[src/rtl/fft_bf_sequencer_if.sv]
// Handshake bundle between the FFT butterfly sequencer and the register-file/datapath side.
// The sequencer takes the master modport. The datapath or the bench takes the slave modport.
interface fft_bf_sequencer_if #(
  parameter int LOG2N = 10
);
  logic             start;
  logic             stall;
  logic [LOG2N-1:0] i_top;
  logic [LOG2N-1:0] i_bot;
  logic [LOG2N-2:0] tw_idx;
  logic             write_en;
  logic [3:0]       stage;
  logic             busy;
  logic             done;

  modport master (
    input  start, stall,
    output i_top, i_bot, tw_idx, write_en, stage, busy, done
  );

  modport slave (
    output start, stall,
    input  i_top, i_bot, tw_idx, write_en, stage, busy, done
  );
endinterface

[src/rtl/fft_bf_sequencer.sv]
// Radix-2 DIT in-place FFT control: walks stages and butterflies and drives the index pair,
// the twiddle index and the write strobe for a shared complex register file.
module fft_bf_sequencer #(
  parameter int LOG2N  = 10,
  parameter int BF_LAT = 2
) (
  input logic                  clk,
  input logic                  rst_n,
  fft_bf_sequencer_if.master   bus
);
  localparam int BW = LOG2N - 1;
  localparam int PW = (BF_LAT > 0) ? $clog2(BF_LAT + 1) : 1;
  localparam logic [3:0]    S_MAX  = 4'(LOG2N - 1);
  localparam logic [BW-1:0] B_LAST = '1;
  localparam logic [PW-1:0] P_LAST = PW'(BF_LAT);

  typedef enum logic [1:0] {IDLE, RUN, DONE} state_t;

  state_t        state, state_nxt;
  logic [3:0]    s, s_nxt;
  logic [BW-1:0] b, b_nxt;
  logic [PW-1:0] p, p_nxt;
  logic          we;

  logic [LOG2N-1:0] b_ext, half, pos, top_nxt, bot_nxt;
  logic [BW-1:0]    tw_nxt;

  // NOTE: every variable written here gets a default first, so no path can infer a latch.
  always_comb begin
    state_nxt = state;
    s_nxt     = s;
    b_nxt     = b;
    p_nxt     = p;
    we        = 1'b0;
    unique case (state)
      IDLE: begin
        if (bus.start) begin
          state_nxt = RUN;
          s_nxt     = '0;
          b_nxt     = '0;
          p_nxt     = '0;
        end
      end
      RUN: begin
        if (!bus.stall) begin
          if (p == P_LAST) begin
            we    = 1'b1;
            p_nxt = '0;
            if (b == B_LAST) begin
              b_nxt = '0;
              if (s == S_MAX) begin
                state_nxt = DONE;
                s_nxt     = '0;
              end else begin
                s_nxt = s + 4'd1;
              end
            end else begin
              b_nxt = b + BW'(1);
            end
          end else begin
            p_nxt = p + PW'(1);
          end
        end
      end
      DONE:    state_nxt = IDLE;
      default: state_nxt = IDLE;
    endcase
  end

  // Indices for the next cycle's butterfly. Operand i_top always has bit s clear, so i_bot cannot wrap.
  always_comb begin
    b_ext   = {1'b0, b_nxt};
    half    = LOG2N'(1) << s_nxt;
    pos     = b_ext & (half - LOG2N'(1));
    top_nxt = ((b_ext >> s_nxt) << ({1'b0, s_nxt} + 5'd1)) | pos;
    bot_nxt = top_nxt + half;
    tw_nxt  = BW'(pos << (S_MAX - s_nxt));
  end

  // NOTE: write_en is combinational in stall so a stalled write phase never strobes the file.
  assign bus.write_en = we;

  // NOTE: sequential state uses non-blocking assignments only. Reset is asynchronous, so the
  // outputs drop to zero the moment rst_n falls.
  always_ff @(posedge clk or negedge rst_n) begin
    if (!rst_n) begin
      state      <= IDLE;
      s          <= '0;
      b          <= '0;
      p          <= '0;
      bus.i_top  <= '0;
      bus.i_bot  <= '0;
      bus.tw_idx <= '0;
      bus.stage  <= '0;
      bus.busy   <= 1'b0;
      bus.done   <= 1'b0;
    end else begin
      state      <= state_nxt;
      s          <= s_nxt;
      b          <= b_nxt;
      p          <= p_nxt;
      bus.i_top  <= (state_nxt == RUN) ? top_nxt : '0;
      bus.i_bot  <= (state_nxt == RUN) ? bot_nxt : '0;
      bus.tw_idx <= (state_nxt == RUN) ? tw_nxt  : '0;
      bus.stage  <= (state_nxt == RUN) ? s_nxt   : '0;
      bus.busy   <= (state_nxt == RUN);
      bus.done   <= (state_nxt == DONE);
    end
  end
endmodule

[src/flat_wrapper.sv]
// flat-port wrapper written by rule: the top's interface ports become plain ports
module fft_bf_sequencer_flat 
#(
  parameter int LOG2N  = 10,
  parameter int BF_LAT = 2
)
  (clk, rst_n, bus_start, bus_stall, bus_i_top, bus_i_bot, bus_tw_idx, bus_write_en, bus_stage, bus_busy, bus_done);
  fft_bf_sequencer_if #(.LOG2N(LOG2N)) bus_i ();
  input logic clk;
  input logic rst_n;
  input wire logic [$bits(bus_i.start)-1:0] bus_start;
  input wire logic [$bits(bus_i.stall)-1:0] bus_stall;
  output wire logic [$bits(bus_i.i_top)-1:0] bus_i_top;
  output wire logic [$bits(bus_i.i_bot)-1:0] bus_i_bot;
  output wire logic [$bits(bus_i.tw_idx)-1:0] bus_tw_idx;
  output wire logic [$bits(bus_i.write_en)-1:0] bus_write_en;
  output wire logic [$bits(bus_i.stage)-1:0] bus_stage;
  output wire logic [$bits(bus_i.busy)-1:0] bus_busy;
  output wire logic [$bits(bus_i.done)-1:0] bus_done;
  assign bus_i.start = bus_start;
  assign bus_i.stall = bus_stall;
  assign bus_i_top = bus_i.i_top;
  assign bus_i_bot = bus_i.i_bot;
  assign bus_tw_idx = bus_i.tw_idx;
  assign bus_write_en = bus_i.write_en;
  assign bus_stage = bus_i.stage;
  assign bus_busy = bus_i.busy;
  assign bus_done = bus_i.done;
  fft_bf_sequencer #(.LOG2N(LOG2N), .BF_LAT(BF_LAT)) u_core (.clk(clk), .rst_n(rst_n), .bus(bus_i));
endmodule
[config.mk]
export PLATFORM = sky130hd
export DESIGN_NAME = fft_bf_sequencer_flat
export DESIGN_NICKNAME = d
export VERILOG_FILES = /design/src/rtl/fft_bf_sequencer_if.sv /design/src/rtl/fft_bf_sequencer.sv /design/src/flat_wrapper.sv
export SDC_FILE = /design/constraint.sdc
export NUM_CORES = 1
export LEC_CHECK = 0
export CORE_MARGIN = 5
export CORE_UTILIZATION = 45
export CTS_CLUSTER_SIZE = 24
export DETAILED_ROUTE_END_ITERATION = 6
export PLACE_DENSITY = 0.65
export SLEW_MARGIN = 10
export SYNTH_ARGS = -nofsm -noshare
export SYNTH_HDL_FRONTEND = slang
export SYNTH_SLANG_ARGS = --single-unit
[constraint.sdc]
create_clock -name clk -period 8.4 [get_ports clk]
set_input_delay 1.26 -clock clk [delete_from_list [all_inputs] [get_ports clk]]
set_output_delay 1.26 -clock clk [all_outputs]
set_load 0.005 [all_outputs]
### Word level (Yosys, flattened, before mapping)

Cells that the tools add are included.

| cells by class | value |
|---|---|
| $add $sub $neg | 7 |
| eq/ne operators | 8 |
| shifts and indexed selects | 4 |
| mux-type cells | 28 |
| bitwise logic cells | 2 |
| reductions and logical operators | 3 |

Operators by type and width:

| cell | number |
|---|---|
| 2-to-1 mux 9 bit | 5 |
| 2-to-1 mux 4 bit | 6 |
| 2-to-1 mux 10 bit | 2 |
| one-hot mux 9 bit (2 select lines) | 1 |
| 2-to-1 mux 2 bit | 8 |
| adder 10 bit | 1 |
| AND 9 x 10 -> 10 bit | 1 |
| bitwise OR 10 bit | 1 |
| << shifter 1 x 4 -> 10 bit, first input constant | 1 |
| << shifter 10 x 4 -> 9 bit | 1 |
| << shifter 10 x 5 -> 10 bit | 1 |
| right shift 9 x 4 -> 10 bit | 1 |
| subtractor 10 x 1 -> 10 bit, second input constant | 1 |
| adder 9 x 1 -> 9 bit, second input constant | 1 |
| equality test 9 bit, second input constant | 1 |
| one-hot mux 2 bit (2 select lines) | 2 |
| one-hot mux 4 bit (2 select lines) | 1 |
| adder 4 x 1 -> 5 bit, second input constant | 1 |
| adder 4 x 1 -> 4 bit, second input constant | 1 |
| equality test 2 x 1 -> 1 bit, second input constant | 2 |
| equality test 2 bit, second input constant | 2 |
| equality test 4 bit, second input constant | 1 |
| inequality test 2 bit, second input constant | 2 |
| subtractor 4 bit, first input constant | 1 |
| other kinds (5) | 7 |

| storage, ports and cells | value |
|---|---|
| bits in registers | 52 |
| bits of input ports | 4 |
| output and inout bits | 36 |
| word-level logic and storage cells | 62 |

### Depth between registers and ports, before layout

| depth | value |
|---|---|
| word-level depth | 12 |
| depth in mapped cells | 26 |
| mapped depth without buffers | 22 |

### Worst setup path after synthesis

No wires, ideal clock.

| timing path | value |
|---|---|
| path kind | input to register |
| start point | input port bus_stall |
| end point | register u_core.bus.i_bot[7] |
| setup time | 124 ps |
| arrival time | 5522 ps |
| data required time | 8276 ps |
| setup slack | 2754 ps |
| cell stages on the path | 21 |
| path through | nand4bb_1 -> buf_2 -> nor4_2 -> nor2_1 -> inv_1 -> clkbuf_1 -> buf_1 -> ha_1 -> ha_1 -> clkbuf_1 -> nor3_1 -> nand2_1 -> o21bai_1 -> ha_1 -> a21o_1 -> a21oi_1 -> nor2_1 -> o41a_1 -> nand2_1 -> nor4b_1 -> a211o_1 |

| on the way | value |
|---|---|
| longest elaborated chain between the ends | 8 |
| elaborated cells between the ends (all ways) | 16 |

RTL lines:

| what | line | RTL |
|---|---|---|
| start: declaration | flat_wrapper.sv:12 | `input wire logic [$bits(bus_i.stall)-1:0] bus_stall;` |
| 2-to-1 mux 4 bit * | fft_bf_sequencer.sv:45 | `if (!bus.stall) begin` |
| one-hot mux 4 bit (2 select lines) * | fft_bf_sequencer.sv:35 | `unique case (state)` |
| net u_core.s_nxt[0] | fft_bf_sequencer.sv:20 | `logic [3:0] s, s_nxt;` |
| << shifter 1 x 4 -> 10 bit | fft_bf_sequencer.sv:73 | `half = LOG2N'(1) << s_nxt;` |
| subtractor 10 x 1 -> 10 bit | fft_bf_sequencer.sv:74 | `pos = b_ext & (half - LOG2N'(1));` |
| AND 9 x 10 -> 10 bit | fft_bf_sequencer.sv:74 |  |
| bitwise OR 10 bit | fft_bf_sequencer.sv:75 | `top_nxt = ((b_ext >> s_nxt) << ({1'b0, s_nxt} + 5'd1)) \| pos;` |
| adder 10 bit * | fft_bf_sequencer.sv:76 | `bot_nxt = top_nxt + half;` |
| 2-to-1 mux 10 bit * | fft_bf_sequencer.sv:103 | `bus.i_bot <= (state_nxt == RUN) ? bot_nxt : '0;` |
| end signal: assignment | fft_bf_sequencer.sv:103 |  |
| end: declaration | fft_bf_sequencer_if.sv:18 | `output i_top, i_bot, tw_idx, write_en, stage, busy, done` |

The timed path passes the listed nets; every way through them passes the cells marked *.
A chain may end at the register's enable or synchronous reset.

### Final worst setup path

| timing path | value |
|---|---|
| start point | input port bus_stall |
| end point | register u_core.bus.i_bot[7] |

| on the way | value |
|---|---|
| longest elaborated chain between the ends | 8 |
| elaborated cells between the ends (all ways) | 16 |

RTL lines:

| what | line |
|---|---|
| 2-to-1 mux 4 bit | fft_bf_sequencer.sv:45 |
| one-hot mux 4 bit (2 select lines) | fft_bf_sequencer.sv:35 |
| << shifter 1 x 4 -> 10 bit | fft_bf_sequencer.sv:73 |
| subtractor 10 x 1 -> 10 bit | fft_bf_sequencer.sv:74 |
| AND 9 x 10 -> 10 bit | fft_bf_sequencer.sv:74 |
| bitwise OR 10 bit | fft_bf_sequencer.sv:75 |
| adder 10 bit | fft_bf_sequencer.sv:76 |
| 2-to-1 mux 10 bit * | fft_bf_sequencer.sv:103 |

Every way passes the cells marked *; elsewhere a longest branch is shown, timed or not.

==> flow_summary.ini <==
[floorplan]
rows = 34
io_pins = 40
coreArea_mm2 = 0.00876
die_area_mm2 = 0.0110
fp.dieW_um = 105
die_y_um = 105
start_util_pct = 46.3

[yosys]
yosysSeqAreaShare_pct = 32.1
ys_ff_latch = 52
synth-main-ff-cell = dfrtp_1
syn-instance-count = 475
synth-edff-count = 0
synth_cell_types = 89
yosysWarnings = 0
syn-num-nets = 502
ys_async_sr_fraction_pct = 100
postSynthAreaPerCell_um2 = 8.54
synth_area_mm2 = 0.00406

[layout]
antenna_cells = 0
fin_util_pct = 52.8
syn_to_final_growth_pct = 14.1
fillers = 823
multi_input_area_mm2 = 0.00257
final_layout_size_suffix_gt1_share_pct = 8.95
instances_no_fill = 611
nets = 529
ff_latch_area_mm2 = 0.00130
stdcell_area_mm2 = 0.00463

[status]
status = complete, no violations

[global_routing]
antenna_found_initial = 0
grt_use_total_pct = 21.0
grt_max_degree = 53
overflow = 0
grt_pass1_wl_um = 19000
grt_pass1_vias = 3447

[placed_design]
portBuffers = 39
gp_routability_congestion = 0.880
place_ws_ps = 1580
dp_cells = 603
dp_hpwl_um = 8690
place_area_mm2 = 0.00451

[sta]
period_needed_ps = 6560
tns_ps = 0
setup_viol = 0
rsz0062_at_grt = false
finClkSkew_ps = 10.2
finalHoldViolations = 0
hold_slack_ps = 611
maxSlewHeadroom_pct = 46.3
fin_ws_ps = 1840
fmax_mhz = 152
slew_viol_final = 0
finalCritPeriodShare_pct = 78.2
tightest_slew_ps = 805

[clock_tree]
cts_made_buffers = 5
clock_sinks = 52
cts_tree = built
clk_latency_ps = 310
ctsResizeCount = 0
clock_path_buffers = 2
root_buffer = clkbuf_8
hold_buffers = 0
h-tree-depth = 2
cts_setup_buffers = 0
clk_pin_slew_ps = 100

[power_and_ir_drop]
total_power_mw = 0.676
peakVddDrop_mv = 0.0708
power_density_mw_per_mm2 = 146
leakagePower_nw = 1.91

[drt]
drt_iter0_markers = 357
first_pass_iters = 5
dr_total_vias = 3754
via_per_inst = 6.14
wl_per_cell_um = 18.8
routed_wl_um = 11500
remaining_drc_errors = 0
drtAntennaViolNets = 0

[job]
cap_viol_max_count = 0

[worst_setup_path]
required_ps = 8600
critical_path_class = input port to flop
cp_common_cell = ha_1
critPathLaunch = bus_stall
slowest_delay_ps = 620
crit_arrival_ps = 6770
r2r_start = u_core.b[0]$_DFF_PN0_
cp-start-kind = input port
cp_cell_sequence = clkdlybuf4s50_1 -> nand4bb_1 -> nor4_2 -> nor2_1 -> buf_4 -> inv_1 -> ha_1 -> nand2_1 -> ha_1 -> a31oi_1 -> o21bai_1 -> ha_1 -> a21o_1 -> a21oi_1 -> nor2_1 -> o41a_1 -> nand2_1 -> nor4b_1 -> a211o_1
worstPathMaxFanout = 25
crit_slowest_cell = inv_1
end_kind = flop

[hold_path]
min-delay-start = u_core.p[1]$_DFFE_PN0P_
hp-class = flop to flop
synthesized netlist by cell type, types with 3 or more instances:
library cell / count / area [um2]
o21ai_1: 3 / 15.0
nor3b_1: 3 / 22.5
a21oi_1: 25 / 125
nand3b_1: 5 / 37.5
buf_2: 3 / 15.0
nand3_1: 15 / 75.1
o31ai_1: 3 / 22.5
xnor2_1: 13 / 114
nor2_1: 48 / 180
o211ai_1: 7 / 52.6
o2111ai_1: 3 / 26.3
or4_1: 4 / 30.0
nand2_1: 47 / 176
o32ai_1: 3 / 26.3
clkbuf_1: 16 / 60.1
a211o_1: 3 / 26.3
o21a_1: 5 / 37.5
or4_4: 3 / 33.8
and3_1: 5 / 31.3
nor4_1: 4 / 25.0
mux2i_1: 4 / 40.0
a211oi_1: 6 / 45.0
nor2b_1: 3 / 18.8
nand2b_1: 8 / 50.1
a31oi_1: 7 / 43.8
mux2_2: 3 / 33.8
nor3_1: 19 / 95.1
inv_1: 19 / 71.3
and2_1: 13 / 81.3
o21bai_1: 3 / 22.5
ha_1: 22 / 275
o21ai_0: 19 / 95.1
a21o_1: 9 / 67.6
dfrtp_1: 52 / 1300
metal layers:
metal / wire, um / vias to the layer above / track usage (%)
met1: 5460 / 1790 / 31.5
met2: 5090 / 139 / 31.4
met5: 0 / - / 0
met3: 749 / 18 / 3.45
met4: 220 / 0 / 5.11
li1: - / 1807 / -
report_power, final:
group	leakage (nW)	total, mW	switching (mW)	internal, mW
clock network	0.0614	0.184	0.0866	0.0976
logic	1.22	0.181	0.0925	0.0885
registers	0.629	0.311	0.0267	0.284
total	1.91	0.676	0.206	0.470
final cells by class:
class                      count  share of cell area, %
sequential                    52                   28.1
multi-input combinational    378                   55.5
clock buffer                   6                   1.78
timing repair buffer          43                   8.98
clock inverter                 2                  0.838
inverter                      22                   1.89
tap                          108                   2.92
cells in the final DEF (no fill, tap or decap), drive strengths merged, types with 5 or more instances in the layout:
master,n
dfrtp,52
nor2,48
nand2,47
clkdlybuf4s50,38
a21oi,26
ha,22
o21ai,22
nor3,21
inv,20
nand3,15
and2,14
xnor2,13
a21o,9
nand2b,8
a31oi,8
a211oi,8
o211ai,7
or4,7
clkbuf,6
nor4,6
nand3b,5
and3,5
o21a,5
buf,5
or3b,5
sequential cells by signal (all words and copies together), names as in the netlist, 2 cells and up:
signal and flops:
u_core.bus.i_bot 10, u_core.bus.i_top 10, u_core.b 9, u_core.bus.tw_idx 9
u_core.bus.stage 4, u_core.s 4, u_core.p 2, u_core.state 2
final timing paths:
kind	to	slack, ps	cells after the start
max in group asynchronous	u_core.bus.i_bot[4]$_DFF_PN0_	6890	2
max	u_core.bus.i_bot[7]$_DFF_PN0_	1840	19
min reg2reg	u_core.p[1]$_DFFE_PN0P_	610	1
min	u_core.p[1]$_DFFE_PN0P_	610	1
max reg2reg	u_core.bus.i_bot[7]$_DFF_PN0_	2090	21
min in group asynchronous	u_core.p[1]$_DFFE_PN0P_	1040	2
worst max-delay path, delay by kind of cell:
kind | cells | cell delay [ps]
buffers and inverters | 3 | 1340
adders and majority gates | 3 | 1060
and+or+nand+nor | 7 | 1430
AOI/OAI and AO/OA | 6 | 1650
kinds of logic after synthesis:
logic type / synth area share [%]
adder cells (fa/ha/maj): 7.55
flip-flops: 32.1
XOR/XNOR: 3.02
multiplexers: 1.82
buffers and inverters: 4.66
AO/OA/AOI/OAI: 24.0
AND/OR/NAND/NOR: 26.9
Note: power is estimated with default switching activity, not from simulation.
